`config.mk`:
```
export PLATFORM = sky130hd
export DESIGN_NAME = axi_lite_to_apb
export DESIGN_NICKNAME = d
export VERILOG_FILES = /design/src/rtl/axi_lite_to_apb.sv
export SDC_FILE = /design/constraint.sdc
export NUM_CORES = 1
export LEC_CHECK = 0
export BUFFER_PORTS_ARGS = -buffer_cell sky130_fd_sc_hd__buf_2
export CAP_MARGIN = 5
export CELL_PAD_IN_SITES_DETAIL_PLACEMENT = 0
export CELL_PAD_IN_SITES_GLOBAL_PLACEMENT = 1
export CORE_MARGIN = 4
export CORE_UTILIZATION = 36
export CTS_BUF_LIST = sky130_fd_sc_hd__clkbuf_16
export DETAILED_ROUTE_END_ITERATION = 12
export PLACE_DENSITY_LB_ADDON = 0.1
export SLEW_MARGIN = 20
export SYNTH_ARGS = -nofsm -noshare
export SYNTH_HDL_FRONTEND = slang
export SYNTH_SLANG_ARGS = --single-unit
```
`constraint.sdc`:
```
create_clock -name clk_i -period 3.1 [get_ports clk_i]
set_input_delay 0.62 -clock clk_i [delete_from_list [all_inputs] [get_ports clk_i]]
set_output_delay 0.62 -clock clk_i [all_outputs]
set_load 0.01 [all_outputs]
```
`src/rtl/axi_lite_to_apb.sv`:
```
// -----------------------------------------------------------------------------
// axi_lite_to_apb
//   Bridges an AXI4-Lite slave port onto an APB master port, one transaction
//   at a time. A read or write request is accepted in IDLE. The APB SETUP and
//   ACCESS phases are then driven. The completion (prdata / pslverr) is
//   registered, and the B or R response is held until the manager accepts it.
//   Reads and writes are arbitrated round-robin, starting with writes.
//
// Ports
//   clk_i, rst_ni         clock, asynchronous active-low reset
//   slv_req_i             AXI4-Lite request  (aw, aw_valid, w, w_valid, b_ready,
//                                             ar, ar_valid, r_ready)
//   slv_resp_o            AXI4-Lite response (aw_ready, w_ready, b, b_valid,
//                                             ar_ready, r, r_valid)
//   paddr_o, pprot_o      APB address / protection
//   psel_o, penable_o     APB phase control
//   pwrite_o              APB direction (1 = write)
//   pwdata_o, pstrb_o     APB write data / strobe (strobe is zero for reads)
//   pready_i, pslverr_i   APB completion / error
//   prdata_i              APB read data
// -----------------------------------------------------------------------------

package axi_lite_to_apb_pkg;

  // Default 32-bit AXI4-Lite channel and bundle types used by the bridge.
  typedef struct packed {
    logic [31:0] addr;
    logic [2:0]  prot;
  } aw_chan_t;

  typedef struct packed {
    logic [31:0] data;
    logic [3:0]  strb;
  } w_chan_t;

  typedef struct packed {
    logic [1:0] resp;
  } b_chan_t;

  typedef struct packed {
    logic [31:0] addr;
    logic [2:0]  prot;
  } ar_chan_t;

  typedef struct packed {
    logic [31:0] data;
    logic [1:0]  resp;
  } r_chan_t;

  typedef struct packed {
    aw_chan_t aw;
    logic     aw_valid;
    w_chan_t  w;
    logic     w_valid;
    logic     b_ready;
    ar_chan_t ar;
    logic     ar_valid;
    logic     r_ready;
  } lite_req_t;

  typedef struct packed {
    logic     aw_ready;
    logic     w_ready;
    b_chan_t  b;
    logic     b_valid;
    logic     ar_ready;
    r_chan_t  r;
    logic     r_valid;
  } lite_resp_t;

endpackage

module axi_lite_to_apb #(
  parameter int unsigned AddrWidth = 32'd32,
  parameter int unsigned DataWidth = 32'd32,
  parameter type lite_req_t  = axi_lite_to_apb_pkg::lite_req_t,
  parameter type lite_resp_t = axi_lite_to_apb_pkg::lite_resp_t
) (
  input  logic                   clk_i,
  input  logic                   rst_ni,
  input  lite_req_t              slv_req_i,
  output lite_resp_t             slv_resp_o,
  output logic [AddrWidth-1:0]   paddr_o,
  output logic [2:0]             pprot_o,
  output logic                   psel_o,
  output logic                   penable_o,
  output logic                   pwrite_o,
  output logic [DataWidth-1:0]   pwdata_o,
  output logic [DataWidth/8-1:0] pstrb_o,
  input  logic                   pready_i,
  input  logic                   pslverr_i,
  input  logic [DataWidth-1:0]   prdata_i
);

  localparam int unsigned StrbWidth = DataWidth / 8;

  localparam logic [1:0] RespOkay   = 2'b00;
  localparam logic [1:0] RespSlvErr = 2'b10;

  typedef enum logic [1:0] {
    IDLE   = 2'b00,
    SETUP  = 2'b01,
    ACCESS = 2'b10,
    RESP   = 2'b11
  } state_e;

  state_e                 state_q;
  logic                   wr_prio_q;  // 1: a write wins when both are eligible
  logic [AddrWidth-1:0]   paddr_q;
  logic [2:0]             pprot_q;
  logic                   pwrite_q;
  logic [DataWidth-1:0]   pwdata_q;
  logic [StrbWidth-1:0]   pstrb_q;
  logic [DataWidth-1:0]   rdata_q;
  logic [1:0]             resp_q;

  logic wr_elig;
  logic rd_elig;
  logic grant_wr;
  logic grant_rd;
  logic resp_done;

  // Eligibility and round-robin grant; a write needs AW and W together.
  always_comb begin
    wr_elig  = (state_q == IDLE) && slv_req_i.aw_valid && slv_req_i.w_valid;
    rd_elig  = (state_q == IDLE) && slv_req_i.ar_valid;
    grant_wr = wr_elig && (wr_prio_q || !rd_elig);
    grant_rd = rd_elig && !grant_wr;
    if (state_q == RESP) begin
      resp_done = pwrite_q ? slv_req_i.b_ready : slv_req_i.r_ready;
    end else begin
      resp_done = 1'b0;
    end
  end

  // Bridge FSM with its registered APB payload and response.
  always_ff @(posedge clk_i or negedge rst_ni) begin
    if (!rst_ni) begin
      state_q   <= IDLE;
      wr_prio_q <= 1'b1;
      paddr_q   <= '0;
      pprot_q   <= 3'b000;
      pwrite_q  <= 1'b0;
      pwdata_q  <= '0;
      pstrb_q   <= '0;
      rdata_q   <= '0;
      resp_q    <= RespOkay;
    end else begin
      case (state_q)
        IDLE: begin
          if (grant_wr) begin
            paddr_q   <= slv_req_i.aw.addr;
            pprot_q   <= slv_req_i.aw.prot;
            pwrite_q  <= 1'b1;
            pwdata_q  <= slv_req_i.w.data;
            pstrb_q   <= slv_req_i.w.strb;
            wr_prio_q <= 1'b0;
            state_q   <= SETUP;
          end else if (grant_rd) begin
            paddr_q   <= slv_req_i.ar.addr;
            pprot_q   <= slv_req_i.ar.prot;
            pwrite_q  <= 1'b0;
            pwdata_q  <= '0;
            pstrb_q   <= '0;
            wr_prio_q <= 1'b1;
            state_q   <= SETUP;
          end
        end
        SETUP: begin
          state_q <= ACCESS;
        end
        ACCESS: begin
          if (pready_i) begin
            if (!pwrite_q) begin
              rdata_q <= prdata_i;
            end
            resp_q  <= pslverr_i ? RespSlvErr : RespOkay;
            state_q <= RESP;
          end
        end
        RESP: begin
          // Return to IDLE on the handshake; acceptance resumes next cycle.
          if (resp_done) begin
            state_q <= IDLE;
          end
        end
        default: begin
          state_q <= IDLE;
        end
      endcase
    end
  end

  // APB outputs decode straight from registered state and payload.
  always_comb begin
    psel_o    = (state_q == SETUP) || (state_q == ACCESS);
    penable_o = (state_q == ACCESS);
    paddr_o   = paddr_q;
    pprot_o   = pprot_q;
    pwrite_o  = pwrite_q;
    pwdata_o  = pwdata_q;
    pstrb_o   = pstrb_q;
  end

  // AXI4-Lite response: readies from the grant, B/R from registered state.
  always_comb begin
    slv_resp_o          = '0;
    slv_resp_o.aw_ready = grant_wr;
    slv_resp_o.w_ready  = grant_wr;
    slv_resp_o.ar_ready = grant_rd;
    slv_resp_o.b_valid  = (state_q == RESP) && pwrite_q;
    slv_resp_o.b.resp   = resp_q;
    slv_resp_o.r_valid  = (state_q == RESP) && !pwrite_q;
    slv_resp_o.r.data   = rdata_q;
    slv_resp_o.r.resp   = resp_q;
  end

endmodule
```
# ---- Word level (Yosys, flattened, before mapping)
# Cells that the tools add are included.
dict set report word_totals {
  output_inout_bits 115
  ff_bits 109
  inputBits 147
  word_cells 54
}
dict set report op_classes {
  n_bitwise 1
  reduce_logical 18
  n_eq_ne 6
  mux 20
}
# op n
set ops {}
lappend ops {{2-to-1 mux 32 bit} 4}
lappend ops {{2-to-1 mux 2 bit} 5}
lappend ops {{2-to-1 mux 4 bit} 2}
lappend ops {{case mux 2 bit (4 select lines)} 1}
lappend ops {{logical AND 1 bit} 7}
lappend ops {{2-to-1 mux 1 bit} 6}
lappend ops {{2-to-1 mux 3 bit} 2}
lappend ops {{AND reduction 3 bit} 2}
lappend ops {{equality test 2 bit (second input constant)} 2}
lappend ops {{AND reduction 2 bit} 2}
lappend ops {{logical NOT 1 bit} 3}
lappend ops {{inequality test 3 bit (second input constant)} 1}
lappend ops {{equality test 2 x 1 -> 1 bit (second input constant)} 1}
lappend ops {{logical NOT 2 bit} 1}
lappend ops {{logical OR 1 bit} 2}
lappend ops {{inequality test 2 x 1 -> 1 bit (second input constant)} 1}
lappend ops {{inequality test 2 bit (second input constant)} 1}
lappend ops {{nonzero test 2 bit} 1}
lappend ops {{NOT 1 bit} 1}

# ---- Longest topological paths before layout
# Gate-level depths: netlist of the first run.
dict set report logic_depth {
  ltp_word 10
  depth_mapped 7
  mapped_depth_nobuf 5
}

# ---- Least setup slack after synthesis of the first run
# No wires, ideal clock.
dict set report synth_timing {
  kind {flip-flop to output port}
  from {register state_q[0]}
  to {output port slv_resp_o[35] (netlist bit)}
  arrival_time_ps 1330
  n_path_buf 2
  setup_slack_ps 1150
  required_ps 2480
  stages_incl_launch_ff 7
  path_cell_list {dfrtp_1 inv_1 ha_1 nand2_1 a31oi_4 buf_2 buf_4}
}
dict set report synth_via {
  elab_chain_len 7
  word_cells_on_any_way 9
  classes_between {reduce/logical (9)}
}
# item line
set synth_rtl {}
lappend synth_rtl {{start: declaration} 107} ;# state_e state_q;
lappend synth_rtl {{start signal: assignment} 139} ;# state_q <= IDLE;
lappend synth_rtl {{start signal: assignment} 158} ;# state_q <= SETUP;
lappend synth_rtl {{start signal: assignment} 166} ;# state_q <= SETUP;
lappend synth_rtl {{logical NOT 2 bit *} {125, 126}}
lappend synth_rtl {{logical AND 1 bit} 126} ;# rd_elig = (state_q == IDLE) && slv_req_i.ar_valid;
lappend synth_rtl {{logical NOT 1 bit} 127} ;# grant_wr = wr_elig && (wr_prio_q || !rd_elig);
lappend synth_rtl {{logical OR 1 bit} 127}
lappend synth_rtl {{logical AND 1 bit} 127}
lappend synth_rtl {{logical NOT 1 bit} 128} ;# grant_rd = rd_elig && !grant_wr;
lappend synth_rtl {{logical AND 1 bit *} 128}
lappend synth_rtl {{end: declaration} 82} ;# output lite_resp_t slv_resp_o,
# Mark *: on every way between the ends. The rest lies on a longest branch, timed or not.

==> results of run 1 <==
-- cell type report --
class                      count  area share, %
clock inverter                 7           1.49
sequential                   108           43.5
timing repair buffer         265           21.8
tap                          168           3.38
clock buffer                   9           3.63
inverter                       3          0.181
multi-input combinational    163           26.0
-- cell usage in the layout (no fill, tap or decap), drive strengths merged, types with 2 or more instances in the layout --
master    n
buf     265
clkbuf    9
mux2     34
inv       6
a22o     36
nor2b     2
a21boi   35
a221o    36
a21o      2
a21oi     4
dfrtp   107
nand2     3
conb      2
bufinv    2
ha        3
-- flip-flops by register name (all words and copies together), names as in the netlist --
| signal | flops |
|---|---|
| pwdata_o | 32 |
| pprot_o | 3 |
| paddr_o | 32 |
| wr_prio_q | 1 |
| resp_q | 1 |
| pstrb_o | 4 |
| pwrite_o | 1 |
| state_q | 2 |
| rdata_q | 32 |
-- worst max path at each step --
stage | startpoint | to | slack (ns) | cells after the start
floorplan | state_q[0]$_DFFE_PN0P_ | slv_resp_o[35] | 1.15 | 6
global placement | pready_i | rdata_q[31]$_DFFE_PN0P_ | 0.96 | 4
detailed placement | state_q[0]$_DFFE_PN0P_ | pwdata_o[21]$_DFFE_PN0P_ | 0.87 | 5
CTS | state_q[1]$_DFFE_PN0P_ | slv_resp_o[35] | 0.61 | 5
global route | state_q[0]$_DFFE_PN0P_ | slv_resp_o[35] | 0.46 | 5
finish | state_q[0]$_DFFE_PN0P_ | slv_resp_o[35] | 0.63 | 5
-- kinds of logic after synthesis --
group,share of synthesized area (%)
buffers and inverters,4.90
AND/OR/NAND/NOR,0.968
flip-flops,59.8
multiplexers,11.3
AO/OA/AOI/OAI,22.2
adder cells (fa/ha/maj),0.830
other,0.0829
-- stage by stage --
| step | hold WS, ns | util, % | power (mW) |
|---|---|---|---|
| floorplan | 0.324 | - | 3.98 |
| global placement | 0.480 | 48.5 | 4.97 |
| detailed placement | 0.480 | 48.5 | 5.00 |
| CTS | 0.285 | 51.1 | 6.27 |
| global route | 0.311 | 51.1 | 6.56 |
| finish | 0.274 | 51.1 | 6.18 |
-- metal layers --
layer	routed length (um)	part of all wire, %	vias up
met2	6460	49	172
met1	5400	41	1764
met5	0	0	-
met3	1160	8.8	13
li1	-	-	1645
met4	166	1.3	0
-- power by group --
part | switching, mW | internal [mW]
clock network | 0.520 | 0.707
registers | 0.333 | 2.03
logic | 1.25 | 1.35
total | 2.10 | 4.08
==> results.txt, run 1 <==
Congestion Overflow GR: 0
Most frequent cell after synthesis: dfrtp_1
Num CTS Buffers: 9
Site Rows: 40
Critical path required time: 2.48 ns
Initial Util: 37.2%
Largest net degree at the start of global routing: 65
IO Port Bufs: 259
Max-cap viol count: 0
Final Hold Fails: 0
Share of layout cells above drive strength 1: 57.5%
WL final: 13,200 um
Crit path DAT: 1.85 ns
Outcome: finished, final reports clean
Post-synth ARST share: 100%
Worst R2R Path Depth: 5
CTS tree: yes
Reg2reg end: pstrb_o[1]$_DFFE_PN0P_
Placed Cells: 707
Relative slew slack: 29.8%
Vias: 3,594
Yosys reg bits: 108
Synth warn: 0
Nets@finish: 700
Primary FF master, synth: dfrtp_1
Tmin final: 2.47 ns
Synthesized cell area: 4520 um^2
Setup crit end kind: output port
Post-CTS Setup Inserts: 0
Fill cells: 1,119
Dpl cell area: 5890 um^2
CTS max path bufs: 2
Pre-CTS setup slack: 0.867 ns
CP max FO: 14
Largest cells by area after synthesis: dfrtp_1, mux2_4, a221o_1
Setup TNS: 0 ns
Static leakage: 3.38 nW
WS Path Type: reg -> out
Pwr Density: 995 nW/um^2
Met3 Usage GRT: 6.97%
RSZ-0062 raised after global routing: no
Cell family with most CP delay: adder cells
Register area: 2700 um^2
Clock Skews: 0.00604 ns
Busiest grt layer: met2
Hold_buf cts: 0
Worst-path cell chain: inv_1, ha_1, nand2_1, a31oi_4, buf_2
Buf+Inv Stages, Crit Path: 2
TritonCTS Sinks: 108
Slowest cell on the critical path: ha_1
CTS clk-pin slew, worst paths: 0.07 ns
Final worst setup slack: 0.631 ns
Skew-Pair Late Insertion Delay: 0.34 ns
Vias per cell: 4.97
Finished layout cell area: 6210 um^2
# resized after CTS: 0
Top cells by count, synth: dfrtp_1, a221o_1, a22o_1
Number of global-route vias before repair: 3,674
Residual DRC: 0
Sequential area share after synthesis: 59.8%
Max Freq: 405 MHz
Max H-tree Level: 3
Crit path largest cell delay: 0.44 ns
Post-synthesis average cell area: 14.9 um^2
Yosys top cell area share: 59.2%
Die Area: 14,400 um^2
DR iter-0 viols: 167
WL/cell: 18.2 um
Initial antenna violation count: 0
Final GP Congestion: 0.771
VDD IR max: 0.000456 V
Fin. max-slew vios: 0
Total GRT Usage: 17.5%
Distinct cell type count after synthesis: 26
Post-DP HPWL: 9560 um
Die height: 120 um
Hold/Removal Path Class: in -> async
Final period util: 79.6%
Global-route wire length before repair: 19,800 um
Die Width: 120 um
TritonRoute pass-1 iters: 4
Post-synth EDFFs: 0
Setup slack, reg-to-reg: 0.86 ns
Worst-Margin Slew: 1.05 ns
Synthesized instance count: 304
Layout Cells excl Fill: 723
Cell taking the most area after synthesis: dfrtp_1
Clk root buf: clkbuf_16
Setup crit start kind: register
R2R Path Start: state_q[0]$_DFFE_PN0P_
Area of the multi-input gates: 1610 um^2
Final setup viols: 0
GR met2 Demand/Resource: 28.6%
Remaining antenna violation count after routing: 0
GR met1 Demand/Resource: 21.8%
Core area: 12,200 um^2
Diodes inserted: 0
IO Count: 262
P&R area growth vs syn: 37.3%
Power figures use the tool's default switching activity.
==> inputs of run 2 (changes only) <==
--- a/config.mk
+++ b/config.mk
@@ -10,7 +10,7 @@
 export CELL_PAD_IN_SITES_DETAIL_PLACEMENT = 0
 export CELL_PAD_IN_SITES_GLOBAL_PLACEMENT = 1
 export CORE_MARGIN = 4
-export CORE_UTILIZATION = 36
+export CORE_UTILIZATION = 30
 export CTS_BUF_LIST = sky130_fd_sc_hd__clkbuf_16
 export DETAILED_ROUTE_END_ITERATION = 12
 export PLACE_DENSITY_LB_ADDON = 0.1
==> constraint.sdc (replaced) <==
create_clock -name clk_i -period 2.13 [get_ports clk_i]
set_input_delay 0.426 -clock clk_i [delete_from_list [all_inputs] [get_ports clk_i]]
set_output_delay 0.426 -clock clk_i [all_outputs]
set_load 0.01 [all_outputs]
==> results.txt, run 2 (synthesis gave the netlist of run 1 again) <==
Area of the multi-input gates: 1610 um^2 (unchanged)
R2R Path Start: state_q[0]$_DFFE_PN0P_
Worst-Margin Slew: 0.699 ns (-0.354 ns)
Most common cell after layout, fill and taps aside: buf_2
Relative slew slack: 53.2% (+23 points)
Global-route wire length before repair: 20,100 um (+1.4%)
Setup crit end kind: output port
Core area: 14,600 um^2 (+20%)
Reg2reg end: pstrb_o[0]$_DFFE_PN0P_
Most frequent cells in the layout: buf_2, dfrtp_1, a22o_1, a221o_1, a21boi_0
Sequential Power Share: 37.8% (-0.4 points)
Static leakage: 3.43 nW (+1.5%)
Worst setup path end: slv_resp_o[35]
# resized after CTS: 0 (unchanged)
Max H-tree Level: 3 (unchanged)
CTS tree: yes
Final period util: 93.7%
CTS clk-pin slew, worst paths: 0.07 ns (about the same)
Initial Util: 30.9% (-6.3 points)
Share of layout cells above drive strength 1: 58.4% (+0.96 points)
IO Port Bufs: 259 (unchanged)
Initial antenna violation count: 1 (+1)
Final GP Congestion: 0.752 (-2.5%)
Site Rows: 44 (+10%)
Layout Utilization: 43.2% (-7.9 points)
Clock share of power: 19.9% (about the same)
Final Hold Fails: 0 (unchanged)
Max Freq: 501 MHz
Hold/Removal Path Class: in -> async
Number of global-route vias before repair: 3,772 (+2.7%)
Psw: 3.12 mW (+49%)
Total GRT Usage: 15.3% (-2.2 points)
DR iter-0 viols: 112 (-33%)
Vias: 3,641 (+1.3%)
Fin. max-slew vios: 0 (unchanged)
Congestion Overflow GR: 0 (unchanged)
Critical path required time: 1.70 ns (-0.78 ns)
Worst R2R Path Depth: 5 (unchanged)
Sw frac: 34.2% (+0.27 points)
P&R area growth vs syn: 39.8%
Diodes inserted: 0 (unchanged)
TritonCTS Sinks: 108 (unchanged)
IO Count: 262 (unchanged)
Nets@finish: 708 (+1.1%)
RSZ-0062 raised after global routing: yes
TritonRoute pass-1 iters: 4 (unchanged)
CTS max path bufs: 2 (unchanged)
Register area: 2700 um^2 (unchanged)
Remaining antenna violation count after routing: 0 (unchanged)
Final setup viols: 0 (unchanged)
Setup slack, reg-to-reg: 0.27 ns (-0.59 ns)
VDD IR max: 0.000619 V (+36%)
Clk root buf: clkbuf_16
Num CTS Buffers: 9 (unchanged)
Residual DRC: 0 (unchanged)
Tmin final: 2.00 ns
CP max FO: 4 (-10)
Die Width: 131 um (+8.9%)
WL final: 13,800 um (+4.6%)
Vias per cell: 4.87 (-1.9%)
Pwr Density: 1440 nW/um^2 (+45%)
Fill cells: 1,378 (+23%)
Outcome: finished, final reports clean
Critical path launch point: state_q[0]$_DFFE_PN0P_
Combinational power share: 42.4% (+0.5 points)
Post-DP HPWL: 10,100 um (+5.5%)
Max-cap viol count: 0 (unchanged)
Die Area: 17,100 um^2 (+19%)
Setup crit start kind: register
Hold_ws: 0.0210 ns (-0.253 ns)
Largest net degree at the start of global routing: 40 (-38%)
Crit path DAT: 1.57 ns (-0.28 ns)
WL/cell: 18.5 um (+1.2%)
Die height: 131 um (+8.9%)
P_int: 6.00 mW (+47%)
Skew-Pair Late Insertion Delay: 0.35 ns (about the same)
WS Path Type: reg -> out
Clock Skews: 0.00441 ns (-0.00163 ns)
[run 2: cell count changes in the layout (fill, tap and decap cells not counted)]
cell,delta
inv_6,+1
buf_4,+6
clkinv_2,+1
buf_12,+2
inv_1,-2
[run 2: repair_timing]
| action | CTS | global route |
|---|---|---|
| cloned | 0 | 0 |
| setup buffers | 1 | 2 |
| endpoints found under the setup margin | 1 | 3 |
| hold buffers | 0 | 0 |
[run 2: metrics by stage]
| step | power, mW | worst slack, ns | area (um^2) | instances | setup TNS, ns |
|---|---|---|---|---|---|
| 3_5_place_dp | 7.36 | 0.264 | 5980 | 728 | 0 |
| 5_1_grt | 9.71 | -0.00882 | 6320 | 747 | -0.00882 |
| 3_3_place_gp | 7.33 | 0.321 | 5980 | 728 | 0 |
| 2_1_floorplan | 5.80 | 0.374 | 4530 | 305 | 0 |
| 6_report | 9.12 | 0.135 | 6320 | 747 | 0 |
| 4_1_cts | 9.27 | 0.0685 | 6310 | 745 | 0 |
[run 2: area by class of cell]
type / instances / area share (%)
Sequential cell: 108 / 42.8
Timing Repair Buffer: 273 / 22.8
Clock inverter: 7 / 1.56
Inverter: 3 / 0.178
Tap cell: 184 / 3.64
Multi-Input combinational cell: 163 / 25.5
Clock buffer: 9 / 3.56
[run 2: worst min-delay path by stage]
stage | from | end | slack (ns)
after floorplan | rst_ni | paddr_o[0]$_DFFE_PN0P_ | 0.13
after global placement | rst_ni | rdata_q[21]$_DFFE_PN0P_ | 0.41
after detailed placement | rst_ni | rdata_q[21]$_DFFE_PN0P_ | 0.41
after CTS | rst_ni | rdata_q[28]$_DFFE_PN0P_ | 0.02
after global routing | rst_ni | rdata_q[28]$_DFFE_PN0P_ | 0.05
final | rst_ni | rdata_q[28]$_DFFE_PN0P_ | 0.02
[run 2: worst max-delay path, cell delays in order, from the launching register on]
cell and delay (ns):
dfrtp_1 0.39, inv_1 0.10, ha_1 0.22, nand2_1 0.15, a31oi_4 0.17, buf_2 0.18
[run 2: power groups by stage]
stage,combinational (mW),clock [mW],sequential (mW)
2_1_floorplan,1.95,0,3.85
3_3_place_gp,3.86,0,3.47
3_5_place_dp,3.90,0,3.46
4_1_cts,3.93,1.90,3.45
5_1_grt,4.19,1.97,3.55
6_report,3.86,1.81,3.44
[run 2: metal layers]
| layer | share of wire, % | GRT usage, % | up-vias | wire (um) |
|---|---|---|---|---|
| li1 | - | - | 1661 | - |
| met1 | 41 | 19.2 | 1756 | 5690 |
| met2 | 46 | 23.6 | 191 | 6380 |
| met3 | 9.5 | 6.46 | 31 | 1310 |
| met4 | 3.0 | 5.99 | 2 | 408 |
| met5 | 0.051 | 0 | - | 7 |
==> inputs of run 3 (changes only) <==
==> constraint.sdc (replaced) <==
create_clock -name clk_i -period 1.65 [get_ports clk_i]
set_input_delay 0.33 -clock clk_i [delete_from_list [all_inputs] [get_ports clk_i]]
set_output_delay 0.33 -clock clk_i [all_outputs]
set_load 0.01 [all_outputs]
==> results.txt, run 3 (synthesis gave the netlist of run 1 again) <==
Post-DP HPWL: 9780 um (-3.0%)
Pwr Density: 1850 nW/um^2 (+28%)
Nets@finish: 724 (+2.3%)
Sequential Power Share: 36.3% (-1.5 points)
Die Area: 17,100 um^2 (unchanged)
Site Rows: 44 (unchanged)
Combinational power share: 45.6% (+3.2 points)
Final setup viols: 39 (+39)
Clk root buf: clkbuf_16
Static leakage: 3.54 nW (+3.2%)
CP max FO: 3 (-1)
Residual DRC: 0 (unchanged)
IO Port Bufs: 259 (unchanged)
DR iter-0 viols: 98 (-13%)
Hold/Removal Path Class: in -> reg
Worst R2R Path Depth: 8 (+3)
Remaining antenna violation count after routing: 0 (unchanged)
RSZ-0062 raised after global routing: yes
Global-route wire length before repair: 20,100 um (+0.31%)
Total GRT Usage: 15.3% (-0.026 points)
Crit path DAT: 2.02 ns (+0.45 ns)
Die height: 131 um (unchanged)
Core area: 14,600 um^2 (unchanged)
Most frequent cells in the layout: buf_2, dfrtp_1, a22o_1, a221o_1, a21boi_0
Setup TNS: -3.94 ns (-3.94 ns)
Max-cap viol count: 0 (unchanged)
Failing checks: setup timing
Number of global-route vias before repair: 3,828 (+1.5%)
Setup crit start kind: register
Final Hold Fails: 0 (unchanged)
CTS max path bufs: 2 (unchanged)
Setup crit end kind: register
Critical path required time: 1.89 ns (+0.19 ns)
Tmin final: 1.77 ns
TritonRoute pass-1 iters: 4 (unchanged)
Outcome: complete, but fails checks
Clock share of power: 18.1% (-1.8 points)
Final worst setup slack: -0.124 ns (-0.259 ns)
Vias per cell: 4.85 (-0.43%)
WL final: 13,800 um (+0.28%)
Fill cells: 1,390 (+0.87%)
Clock Skews: 0.00549 ns (+0.00108 ns)
Initial Util: 30.9% (unchanged)
Psw: 4.17 mW (+34%)
Die Width: 131 um (unchanged)
Final GP Congestion: 0.758 (+0.85%)
Most common cell after layout, fill and taps aside: buf_2
IO Count: 262 (unchanged)
Fin. max-slew vios: 0 (unchanged)
WS Path Type: reg -> reg
Max Freq: 564 MHz
VDD IR max: 0.000738 V (+19%)
Relative slew slack: 60.9% (+7.7 points)
Worst Hold Depth: 2
CTS tree: yes
TritonCTS Sinks: 108 (unchanged)
Share of layout cells above drive strength 1: 60.6% (+2.2 points)
P&R area growth vs syn: 45.9%
Congestion Overflow GR: 0 (unchanged)
P_int: 8.02 mW (+34%)
Vias: 3,708 (+1.8%)
WL/cell: 18.1 um (-2.0%)
Skew-Pair Late Insertion Delay: 0.35 ns (about the same)
Final period util: 107%
Initial antenna violation count: 1 (unchanged)
Max H-tree Level: 3 (unchanged)
Largest net degree at the start of global routing: 108 (+170%)
CTS clk-pin slew, worst paths: 0.07 ns (about the same)
Num CTS Buffers: 9 (unchanged)
Design Power: 12.2 mW (+34%)
Worst-Margin Slew: 0.586 ns (-0.113 ns)
Sw frac: 34.2% (about the same)
==> run 3: cell types whose count changed in the layout (fill, tap and decap cells not counted), moves of 2 or more <==
| cell | delta |
|---|---|
| buf_4 | +8 |
| buf_6 | +8 |
| buf_2 | -5 |
| ha_1 | -3 |
| ha_4 | +3 |
| buf_16 | +2 |
| clkinv_1 | +2 |
| inv_1 | -2 |
| inv_2 | +2 |
| nand2_1 | -2 |
| nand2_2 | +2 |
==> run 3: final cells by class <==
class | instances | area (um^2) | share of cell area, %
clock inverters | 7 | 75.1 | 1.14
clock buffers | 9 | 225 | 3.41
well taps | 184 | 230 | 3.49
flip-flops and latches | 108 | 2700 | 41.0
repair buffers | 289 | 1680 | 25.4
inverters | 3 | 11.3 | 0.171
multi-input cells | 163 | 1670 | 25.4
diodes | 1 | 2.50 | 0.0379
==> run 3: critical path, stage by stage, from the launching register on <==
cell and delay (ns):
dfrtp_1 0.37, inv_2 0.06, buf_4 0.13, buf_6 0.11, ha_4 0.15, buf_6 0.11
nor2b_1 0.13, a221o_1 0.30, mux2_4 0.30
==> run 3: worst paths after layout <==
check	from	to	slack, ns
hold / removal	slv_req_i[68]	pwdata_o[25]$_DFFE_PN0P_	0.19
hold reg to reg	pstrb_o[3]$_DFFE_PN0P_	pstrb_o[3]$_DFFE_PN0P_	0.49
setup reg to reg	state_q[0]$_DFFE_PN0P_	state_q[1]$_DFFE_PN0P_	-0.12
setup / recovery	state_q[0]$_DFFE_PN0P_	state_q[1]$_DFFE_PN0P_	-0.12
min in group asynchronous	rst_ni	rdata_q[12]$_DFFE_PN0P_	0.30
max in group asynchronous	rst_ni	pwdata_o[20]$_DFFE_PN0P_	0.61
==> run 3: power by group through the flow <==
stage | combinational (mW) | sequential (mW) | clock (mW)
floorplan | 2.52 | 4.97 | 0
CTS | 5.47 | 4.43 | 2.29
detailed placement | 5.15 | 4.44 | 0
finish | 5.56 | 4.43 | 2.20
global route | 6.03 | 4.56 | 2.40
global placement | 5.09 | 4.45 | 0
==> run 3: repair_timing <==
item,4_1_cts,5_1_grt
buffers inserted,6,4
endpoints found under the setup margin,97,75
hold endpoints to repair,1,0
pin swaps,2,2
hold buffers,1,0
gates resized for setup,18,8
cloned,2,1
==> run 3: metal layers <==
metal	GRT usage, %	routed length, um
met4	5.75	389
met1	17.8	5470
met5	0	7
met2	25.0	6600
met3	6.71	1370
==> run 3: stage by stage <==
stage / std cells / util (%) / area (um^2) / hold WS (ns) / setup slack [ns]
after global placement: 734 / 41.2 / 6040 / 0.121 / -0.00145
after global routing: 763 / 45.0 / 6600 / 0.179 / -0.189
final: 764 / 45.1 / 6600 / 0.194 / -0.124
after floorplan: 305 / - / 4530 / 0.0344 / 0.0157
after CTS: 759 / 44.5 / 6510 / 0.176 / -0.109
after detailed placement: 734 / 41.2 / 6040 / 0.121 / -0.0360
